--- config.mk ---
export PLATFORM = sky130hd
export DESIGN_NAME = hazard_forward_ctrl
export DESIGN_NICKNAME = d
export VERILOG_FILES = /design/src/rtl/hazard_forward_ctrl.sv
export SDC_FILE = /design/constraint.sdc
export NUM_CORES = 1
export LEC_CHECK = 0
export ABC_AREA = 1
export BUFFER_PORTS_ARGS = -buffer_cell sky130_fd_sc_hd__buf_2
export CORE_ASPECT_RATIO = 1.2
export CORE_MARGIN = 2
export CORE_UTILIZATION = 35
export DETAILED_ROUTE_END_ITERATION = 6
export GPL_TIMING_DRIVEN = 0
export SYNTH_ARGS = -nofsm -noshare
export SYNTH_HDL_FRONTEND = slang
export SYNTH_SLANG_ARGS = --single-unit
export TNS_END_PERCENT = 1
--- constraint.sdc ---
create_clock -name clk -period 2.9 [get_ports clk]
set_input_delay 0.435 -clock clk [delete_from_list [all_inputs] [get_ports clk]]
set_output_delay 0.435 -clock clk [all_outputs]
set_load 0.005 [all_outputs]
--- src/rtl/hazard_forward_ctrl.sv ---
// Hazard controller for the 5-stage RV32 pipeline.
// Tracks the destination state of the EX and MEM stages, issues registered
// operand-forwarding selects for the EX stage, and generates load-use stalls,
// branch flushes and the multi-cycle hold that wraps an MDU operation in EX.
module hazard_forward_ctrl #(
    parameter int REG_ADDR_W  = 5,
    parameter int STALL_CNT_W = 32
) (
    input  logic                   clk,
    input  logic                   rst,
    input  logic                   id_valid,
    input  logic [REG_ADDR_W-1:0]  id_rs1,
    input  logic [REG_ADDR_W-1:0]  id_rs2,
    input  logic                   id_rs1_used,
    input  logic                   id_rs2_used,
    input  logic [REG_ADDR_W-1:0]  id_rd,
    input  logic                   id_regwrite,
    input  logic                   id_memread,
    input  logic                   id_is_mdu,
    input  logic                   branch_taken_ex,
    input  logic                   mdu_done,
    output logic [1:0]             forward_a,
    output logic [1:0]             forward_b,
    output logic                   pc_write,
    output logic                   if_id_write,
    output logic                   if_id_flush,
    output logic                   id_ex_bubble,
    output logic                   ex_hold,
    output logic                   mdu_start,
    output logic [STALL_CNT_W-1:0] stall_cycles
);

    typedef enum logic {RUN, MDU_WAIT} state_t;

    // What the tracking pipeline does on the coming edge.
    typedef enum logic [1:0] {
        ACT_ADVANCE, // MEM<=EX, EX<=ID, flags<=computed
        ACT_BUBBLE,  // MEM<=EX, EX<=bubble, flags<=00
        ACT_HOLD     // EX frozen, MEM<=bubble, flags held
    } act_t;

    state_t state_reg, state_next;
    act_t   act;

    // EX-stage producer
    logic                  ex_v_reg;
    logic [REG_ADDR_W-1:0] ex_rd_reg;
    logic                  ex_we_reg;
    logic                  ex_mr_reg;
    logic                  ex_mdu_reg;

    // MEM-stage producer. Its load flag is not kept: MEM/WB data already
    // carries the load result, so a load in MEM forwards like any writer.
    logic                  mem_v_reg;
    logic [REG_ADDR_W-1:0] mem_rd_reg;
    logic                  mem_we_reg;

    logic [1:0]             fwd_a_reg;
    logic [1:0]             fwd_b_reg;
    logic [STALL_CNT_W-1:0] stall_cycles_reg;

    logic [1:0][REG_ADDR_W-1:0] src_addr;
    logic [1:0]                 src_used;
    logic [1:0]                 hit_ex;
    logic [1:0]                 hit_mem;
    logic [1:0][1:0]            fwd_next;
    logic                       load_use;

    assign src_addr[0] = id_rs1;
    assign src_addr[1] = id_rs2;
    assign src_used[0] = id_rs1_used;
    assign src_used[1] = id_rs2_used;

    // Per-source match against each producer and the resulting select code.
    // A load in EX never yields 01: its data does not exist until MEM.
    genvar gi;
    generate
        for (gi = 0; gi < 2; gi++) begin : g_src
            assign hit_ex[gi]  = ex_v_reg & ex_we_reg & (ex_rd_reg != '0)
                               & src_used[gi] & (src_addr[gi] == ex_rd_reg);
            assign hit_mem[gi] = mem_v_reg & mem_we_reg & (mem_rd_reg != '0)
                               & src_used[gi] & (src_addr[gi] == mem_rd_reg);
            assign fwd_next[gi] = (hit_ex[gi] & ~ex_mr_reg) ? 2'b01 :
                                  (hit_mem[gi]            ? 2'b10 : 2'b00);
        end
    endgenerate

    assign load_use = (state_reg == RUN) & id_valid & ex_v_reg & ex_mr_reg & (|hit_ex);

    // Pipeline control decode: MDU launch/wait first, then flush, then load-use.
    always_comb begin
        pc_write     = 1'b1;
        if_id_write  = 1'b1;
        if_id_flush  = 1'b0;
        id_ex_bubble = 1'b0;
        ex_hold      = 1'b0;
        mdu_start    = 1'b0;
        act          = ACT_ADVANCE;
        state_next   = state_reg;
        if (state_reg == MDU_WAIT) begin
            if (!mdu_done) begin
                ex_hold     = 1'b1;
                pc_write    = 1'b0;
                if_id_write = 1'b0;
                act         = ACT_HOLD;
            end else begin
                state_next = RUN;
            end
        end else if (ex_v_reg && ex_mdu_reg) begin
            mdu_start   = 1'b1;
            ex_hold     = 1'b1;
            pc_write    = 1'b0;
            if_id_write = 1'b0;
            act         = ACT_HOLD;
            state_next  = MDU_WAIT;
        end else if (branch_taken_ex) begin
            if_id_flush  = 1'b1;
            id_ex_bubble = 1'b1;
            act          = ACT_BUBBLE;
        end else if (load_use) begin
            pc_write     = 1'b0;
            if_id_write  = 1'b0;
            id_ex_bubble = 1'b1;
            act          = ACT_BUBBLE;
        end
    end

    // State, tracking entries, forwarding selects and stall counter.
    always_ff @(posedge clk or posedge rst) begin
        if (rst) begin
            state_reg        <= RUN;
            ex_v_reg         <= 1'b0;
            ex_rd_reg        <= '0;
            ex_we_reg        <= 1'b0;
            ex_mr_reg        <= 1'b0;
            ex_mdu_reg       <= 1'b0;
            mem_v_reg        <= 1'b0;
            mem_rd_reg       <= '0;
            mem_we_reg       <= 1'b0;
            fwd_a_reg        <= 2'b00;
            fwd_b_reg        <= 2'b00;
            stall_cycles_reg <= '0;
        end else begin
            state_reg <= state_next;
            if (!pc_write) begin
                stall_cycles_reg <= stall_cycles_reg + STALL_CNT_W'(1);
            end
            case (act)
                ACT_ADVANCE: begin
                    mem_v_reg  <= ex_v_reg;
                    mem_rd_reg <= ex_rd_reg;
                    mem_we_reg <= ex_we_reg;
                    ex_v_reg   <= id_valid;
                    ex_rd_reg  <= id_rd;
                    ex_we_reg  <= id_regwrite;
                    ex_mr_reg  <= id_memread;
                    ex_mdu_reg <= id_is_mdu;
                    fwd_a_reg  <= fwd_next[0];
                    fwd_b_reg  <= fwd_next[1];
                end
                ACT_BUBBLE: begin
                    mem_v_reg  <= ex_v_reg;
                    mem_rd_reg <= ex_rd_reg;
                    mem_we_reg <= ex_we_reg;
                    ex_v_reg   <= 1'b0;
                    ex_rd_reg  <= '0;
                    ex_we_reg  <= 1'b0;
                    ex_mr_reg  <= 1'b0;
                    ex_mdu_reg <= 1'b0;
                    fwd_a_reg  <= 2'b00;
                    fwd_b_reg  <= 2'b00;
                end
                default: begin
                    mem_v_reg  <= 1'b0;
                    mem_rd_reg <= '0;
                    mem_we_reg <= 1'b0;
                end
            endcase
        end
    end

    assign forward_a    = fwd_a_reg;
    assign forward_b    = fwd_b_reg;
    assign stall_cycles = stall_cycles_reg;

endmodule
Word-level counts from Yosys, hierarchy flattened --
Cells that the tools add are included.
Word-level totals: register bits 53, input bits 25, word-level logic and storage cells 80, output and inout port bits 42
Cells by class: eq/ne operators 5, bitwise operators 20, $add $sub $neg 1, multiplexer cells 35, reductions and logical operators 7
Operators by type and width (number):
- adder 32 x 1 -> 32 bit, second input constant | 1
- == test 5 bit | 4
- 2-to-1 mux 1 bit | 20
- bitwise AND 1 bit | 18
- 2-to-1 mux 2 bit | 7
- case mux 5 bit (2 select lines) | 1
- nonzero test 5 bit | 2
- case mux 1 bit (2 select lines) | 4
- case mux 2 bit (2 select lines) | 2
- 2-to-1 mux 5 bit | 1
- OR reduction 2 bit | 2
- == test 2 x 1 -> 1 bit, second input constant | 1
- zero test 2 bit | 1
- NOT 1 bit | 2
- nonzero test 2 bit | 1
- logical AND 1 bit | 1

Depth between registers and ports, before layout --
Gate-level depths: netlist of the first run.
depth after elaboration 13, depth in mapped cells 13, depth with buffers taken out 12

Least setup slack after synthesis of the first run --
No wires, ideal clock.
path type input -> output, start point input id_rs1[3], end point output pc_write, arrival time 1447 ps, stages on the path 11, path slack 1018 ps, cell sequence inv_1 -> a21boi_0 -> nand2_1 -> nor2_1 -> nand3_1 -> nand2_2 -> nand3_4 -> nand2_4 -> buf_6 -> inv_1 -> buf_4
Between the ends: cells in the longest elaborated chain, start to end 8
Ends and longest elaborated chain:
- start: declaration | RTL line 12 | input logic [REG_ADDR_W-1:0] id_rs1,
- == test 5 bit | RTL line 80 | & src_used[gi] & (src_addr[gi] == ex_rd_reg);
- bitwise AND 1 bit | RTL line 80
- OR reduction 2 bit | RTL line 88 | assign load_use = (state_reg == RUN) & id_valid & ex_v_reg & ex_mr_reg & (|hit_ex);
- bitwise AND 1 bit | RTL line 88
- 2-to-1 mux 1 bit (4 in a row)
- end: declaration | RTL line 24 | output logic pc_write,
No other way between the ends.

Worst setup path after layout of the first run --
start point register ex_rd_reg[4], end point output pc_write
Between the ends: cells in the longest elaborated chain, start to end 10
Ends and longest elaborated chain:
- start: declaration | RTL line 47 | logic [REG_ADDR_W-1:0] ex_rd_reg;
- start signal: assignment | RTL line 154 | ex_rd_reg <= id_rd;
- nonzero test 5 bit | RTL line 79 | assign hit_ex[gi] = ex_v_reg & ex_we_reg & (ex_rd_reg != '0)
- bitwise AND 1 bit | RTL line 79
- bitwise AND 1 bit (2 in a row) | RTL line 80
- OR reduction 2 bit * | RTL line 88
- bitwise AND 1 bit * | RTL line 88
- 2-to-1 mux 1 bit * | RTL line 120 | end else if (load_use) begin
- 2-to-1 mux 1 bit * | RTL line 116 | end else if (branch_taken_ex) begin
- 2-to-1 mux 1 bit * | RTL line 109 | end else if (ex_v_reg && ex_mdu_reg) begin
- 2-to-1 mux 1 bit * | RTL line 100 | if (state_reg == MDU_WAIT) begin
Mark *: on every way between the ends. The rest lies on a longest branch, timed or not.

==> results of run 1 <==
final cells by class:
class | count | area, um^2 | area share
repair buffers | 67 | 350 | 0.0870
multi-input cells | 371 | 1770 | 0.440
plain buffers | 15 | 96.3 | 0.0239
well taps | 123 | 154 | 0.0382
inverters | 49 | 184 | 0.0457
clock buffers | 5 | 125 | 0.0311
clock inverters | 3 | 17.5 | 0.00435
flip-flops and latches | 53 | 1330 | 0.329
cells in the mapped netlist (all sizes together):
master  count  share of area
buf        12          0.025
nor3       15          0.024
ha          1         0.0037
xor2       20          0.052
nor2       62          0.073
o21ai       6         0.0089
xnor2      13          0.034
dfrtp      53           0.39
nand3      50          0.084
a21boi      1         0.0022
inv        49          0.054
nor3b       1         0.0022
nand2     188           0.21
nand4       6          0.011
a21oi       3         0.0056
nor4        1         0.0037
o22ai       1         0.0019
clkbuf      3         0.0033
nand3b      3         0.0067
worst max-delay path: stages (launching register included):
cell	delay (ns)
dfrtp_1	0.45
inv_2	0.09
nand2_1	0.05
nand2_1	0.05
nand2_1	0.08
nor2_1	0.12
nand3_2	0.10
nand2_2	0.11
nand3_4	0.11
nand2_4	0.14
buf_6	0.15
inv_1	0.05
buf_4	0.12
buf_2	0.11
stage by stage:
| step | power (mW) | instance area, um^2 | cells | setup WS, ns |
|---|---|---|---|---|
| after floorplan | 1.74 | 3380 | 488 | 1.02 |
| after global placement | 2.03 | 3860 | 677 | 0.435 |
| after detailed placement | 2.05 | 3880 | 678 | 0.607 |
| after CTS | 2.65 | 4030 | 686 | 0.402 |
| after global routing | 2.82 | 4030 | 686 | 0.229 |
| final | 2.62 | 4030 | 686 | 0.413 |
cells by family after synthesis:
group | Yosys count | synth area share
DFF | 53 | 0.392
adders and majority gates | 1 | 0.00370
and+or+nand+nor | 326 | 0.417
AOI/OAI and AO/OA | 11 | 0.0185
buffers and inverters | 64 | 0.0829
xor gates and xnor gates | 33 | 0.0855
path summary, 6_finish.rpt:
path | endpoint | from | slack (ns) | cells after the start
min | stall_cycles[31]$_DFFE_PP0N_ | rst | 0.12 | 2
max in group asynchronous | stall_cycles[24]$_DFFE_PP0N_ | rst | 2.24 | 3
max reg2reg | stall_cycles[30]$_DFFE_PP0N_ | stall_cycles[0]$_DFFE_PP0N_ | 1.00 | 9
min in group clk | ex_rd_reg[3]$_DFFE_PP0N_ | id_rd[3] | 0.43 | 5
max | pc_write | ex_rd_reg[4]$_DFFE_PP0N_ | 0.41 | 13
min reg2reg | forward_b[0]$_DFFE_PP0N_ | forward_b[0]$_DFFE_PP0N_ | 0.48 | 2
power breakdown:
group / internal [mW] / switching, mW
combinational: 0.358 / 0.621
sequential: 0.879 / 0.170
clock: 0.318 / 0.279
metal layers:
metal  GRT usage  vias up  share of wire
li1            -     1660              -
met1       0.198     1442           0.42
met2       0.293       84           0.50
met3      0.0338       19          0.043
met4      0.0638        0          0.029
met5           0        -              0
==> out/metrics.cfg, run 1 <==
[run_status]
outcome = finished clean

[timing]
hold_ws_ns = 0.122
hold_viol = 0
finalSetupTns_ns = 0
period_minus_slack_ns = 2.49
clock_skew_ns = 0.0103
worst_slew_pin_slew_ns = 0.538
finalSetupViolations = 0
max-slew-margin-rel = 0.642
slew_violations = 0
rsz0062_at_grt = no
fin_crit_sh = 0.858
fmax_mhz = 402

[floorplanning]
rows = 39
die_x_um = 93.7
initial_core_util = 0.357
die_area_um2 = 10500
io_pins = 67
fp.dieH_um = 112
core-area_um2 = 9470

[finish]
largest_reg_flops = 32
area_growth_syn_to_layout_pct = 19.1
nets = 588
n_fill_cell = 1024
final_common_cell = nand2_1
final_cell_mix = nand2_1, buf_2, nor2_1, dfrtp_1, nand3_1
diodes = 0
postLayoutCoreUtil = 0.425
drive_gt1_frac = 0.192

[cts]
clk_latency_ns = 0.30
htree_levels = 2
cts_tree = built
clk_path_buf_depth = 2
ctsResizeCount = 0
numClockSinks = 53
cts_hold_buf = 0
clk_pin_slew_ns = 0.07
post_cts_buffers = 0
root_buffer = clkbuf_16
cts_buffers = 5

[detailed_routing]
detail_route.vias_per_cell = 4.67
drtIter0Drc = 115
routed_wl_um = 8350
vias = 3205
drc = 0
wl_per_cell_um = 12.2
drtPass1Iterations = 4
postRouteAntennaNets = 0

[grt]
grt_max_degree = 36
grt_pass1_wl_um = 13900
grt_use_total = 0.167
antenna_found_initial = 0
grt_overflow_total = 0
grt_pass1_vias = 2983

[worst_setup_path]
crit_type = reg -> out
crit_fanout = 10
cp-start-kind = flop
endpoint_kind = output pin
cp.required_ns = 2.47
cp_data_arrival_time_ns = 2.05

[power_and_ir_drop]
powerDensity_nw_per_um2 = 652
power_leakage_nw = 2.23
irDropWorstVdd_mv = 0.414

[synth]
synth_seq_cells = 53
synth_area_um2 = 3380
syn_nets = 514
avgSynthCellArea_um2 = 6.93
yosys_warnings = 0
syn_inst = 488
yosysUniqueCellTypes = 32
seq_area_frac_synth = 0.392

[flow_run]
cap_viol_max_count = 0

[placement]
hpwl_um = 6610
port_buffers = 66
place_congestion = 0.921

[worst_hold_path]
min_path_type = in -> async

No activity file was read; power rests on OpenSTA's default activity.
==> inputs of run 2 (changes only) <==
--- a/config.mk
+++ b/config.mk
@@ -10,8 +10,11 @@
 export CORE_ASPECT_RATIO = 1.2
 export CORE_MARGIN = 2
 export CORE_UTILIZATION = 35
+export CTS_CLUSTER_SIZE = 40
 export DETAILED_ROUTE_END_ITERATION = 6
 export GPL_TIMING_DRIVEN = 0
+export MAX_ROUTING_LAYER = met4
+export RECOVER_POWER = 50
 export SYNTH_ARGS = -nofsm -noshare
 export SYNTH_HDL_FRONTEND = slang
 export SYNTH_SLANG_ARGS = --single-unit
==> out/metrics.cfg, run 2 (synthesis results as in run 1) <==
[run_status]
outcome = finished, violations left
violations = max-capacitance violations, max-slew violations

[cts]
cts_tree = built
post_cts_buffers = 0
clk_path_buf_depth = 2
htree_levels = 2
cts_hold_buf = 0
clk_latency_ns = 0.29
cts_buffers = 5
root_buffer = clkbuf_16
clk_pin_slew_ns = 0.07
numClockSinks = 53
ctsResizeCount = 0

[timing]
rsz0062_at_grt = no
slew_violations = 36
hold_viol = 0
period_minus_slack_ns = 2.47
worst_slew_pin_slew_ns = 1.55
finalSetupViolations = 0
max-slew-margin-rel = -0.0373
fin_crit_sh = 0.850
finalSetupTns_ns = 0
clock_skew_ns = 0.00710
fmax_mhz = 405

[grt]
antenna_found_initial = 0
grt_max_degree = 36
grt_pass1_wl_um = 14200
grt_pass1_vias = 3001
grt_use_total = 0.172
grt_overflow_total = 0

[floorplanning]
rows = 39
die_area_um2 = 10500
die_x_um = 93.7
fp.dieH_um = 112
core-area_um2 = 9470
io_pins = 67
initial_core_util = 0.357

[detailed_routing]
drtIter0Drc = 144
vias = 3189
drtPass1Iterations = 4
wl_per_cell_um = 12.3
routed_wl_um = 8470
detail_route.vias_per_cell = 4.65
drc = 0
postRouteAntennaNets = 0

[power_and_ir_drop]
irDropWorstVdd_mv = 0.302
p_int_mw = 1.60
p_clk_frac = 0.236
power_frac_comb = 0.369
power.share.switching = 0.396
p_switching_mw = 1.05
seq_power_share = 0.395
power_leakage_nw = 2.21
powerDensity_nw_per_um2 = 660

[worst_setup_path]
reg2regPathDepth = 9
cp-start-kind = flop
worstReg2RegEnd = stall_cycles[30]$_DFFE_PP0N_
r2r_start = stall_cycles[1]$_DFFE_PP0N_
rrSetupSlack_ns = 1.00
cp.required_ns = 2.47
crit_type = reg -> out
cp_data_arrival_time_ns = 2.03
endpoint_kind = output pin
crit_fanout = 10

[placement]
place_congestion = 0.933
port_buffers = 66
placed_area_um2 = 3880
hpwl_um = 6720
post-place-cells = 678

[finish]
nets = 588
final_common_cell = nand2_1
area_growth_syn_to_layout_pct = 19.0
finalNonFillerCells = 686
design_area_um2 = 4020
drive_gt1_frac = 0.172
final_cell_mix = nand2_1, buf_2, nor2_1, dfrtp_1, nand3_1
n_fill_cell = 1042
largest_reg_flops = 32
diodes = 0

[flow_run]
cap_viol_max_count = 1

[worst_hold_path]
min_path_type = in -> async

[run 2: power groups by stage]
stage	clock (mW)	combinational (mW)	sequential, mW
floorplan	0	0.719	1.02
global placement	0	0.979	1.06
detailed placement	0	0.997	1.06
CTS	0.648	1.00	1.05
global route	0.675	1.11	1.07
finish	0.625	0.979	1.05
[run 2: how the worst max path moves through the flow]
stage / slack [ns] / endpoint / start / cells after the start
2_1_floorplan: 1.02 / pc_write / id_rs1[3] / 11
3_3_place_gp: 0.44 / stall_cycles[19]$_DFFE_PP0N_ / rst / 2
3_5_place_dp: 0.59 / pc_write / id_rs1[3] / 13
4_1_cts: 0.42 / pc_write / ex_rd_reg[4]$_DFFE_PP0N_ / 13
5_1_grt: 0.20 / stall_cycles[21]$_DFFE_PP0N_ / rst / 3
6_report: 0.43 / pc_write / ex_rd_reg[4]$_DFFE_PP0N_ / 13
[run 2: final cells by class]
| class | count | area (um^2) | area share |
|---|---|---|---|
| buffer | 15 | 96.3 | 0.0240 |
| tap | 123 | 154 | 0.0383 |
| clock inverter | 1 | 5.00 | 0.00124 |
| sequential | 53 | 1330 | 0.330 |
| clock buffer | 7 | 153 | 0.0379 |
| timing repair buffer | 67 | 332 | 0.0824 |
| multi-input combinational | 371 | 1770 | 0.441 |
| inverter | 49 | 184 | 0.0457 |
[run 2: routing by layer]
layer	vias up	part of all wire	GRT usage
met5	-	0	-
met3	12	0.030	0.0237
met1	1463	0.43	0.201
li1	1658	-	-
met4	0	0.019	0.0483
met2	56	0.52	0.306
[run 2: metrics by stage]
stage | power (mW) | hold WS (ns) | utilization | worst slack, ns
5_1_grt | 2.86 | 0.308 | 0.425 | 0.199
3_3_place_gp | 2.04 | 0.462 | 0.408 | 0.440
3_5_place_dp | 2.06 | 0.464 | 0.410 | 0.592
2_1_floorplan | 1.74 | 0.470 | - | 1.02
6_report | 2.65 | 0.249 | 0.425 | 0.434
4_1_cts | 2.70 | 0.154 | 0.427 | 0.421
[run 2: critical path, stage by stage (launching register included)]
cell     delay, ns
dfrtp_1       0.44
inv_2         0.09
nand2_1       0.05
nand2_1       0.06
nand2_1       0.07
nor2_1        0.12
nand3_2       0.11
nand2_2       0.11
nand3_4       0.12
nand2_4       0.14
buf_6         0.15
inv_1         0.06
buf_4         0.12
buf_2         0.11
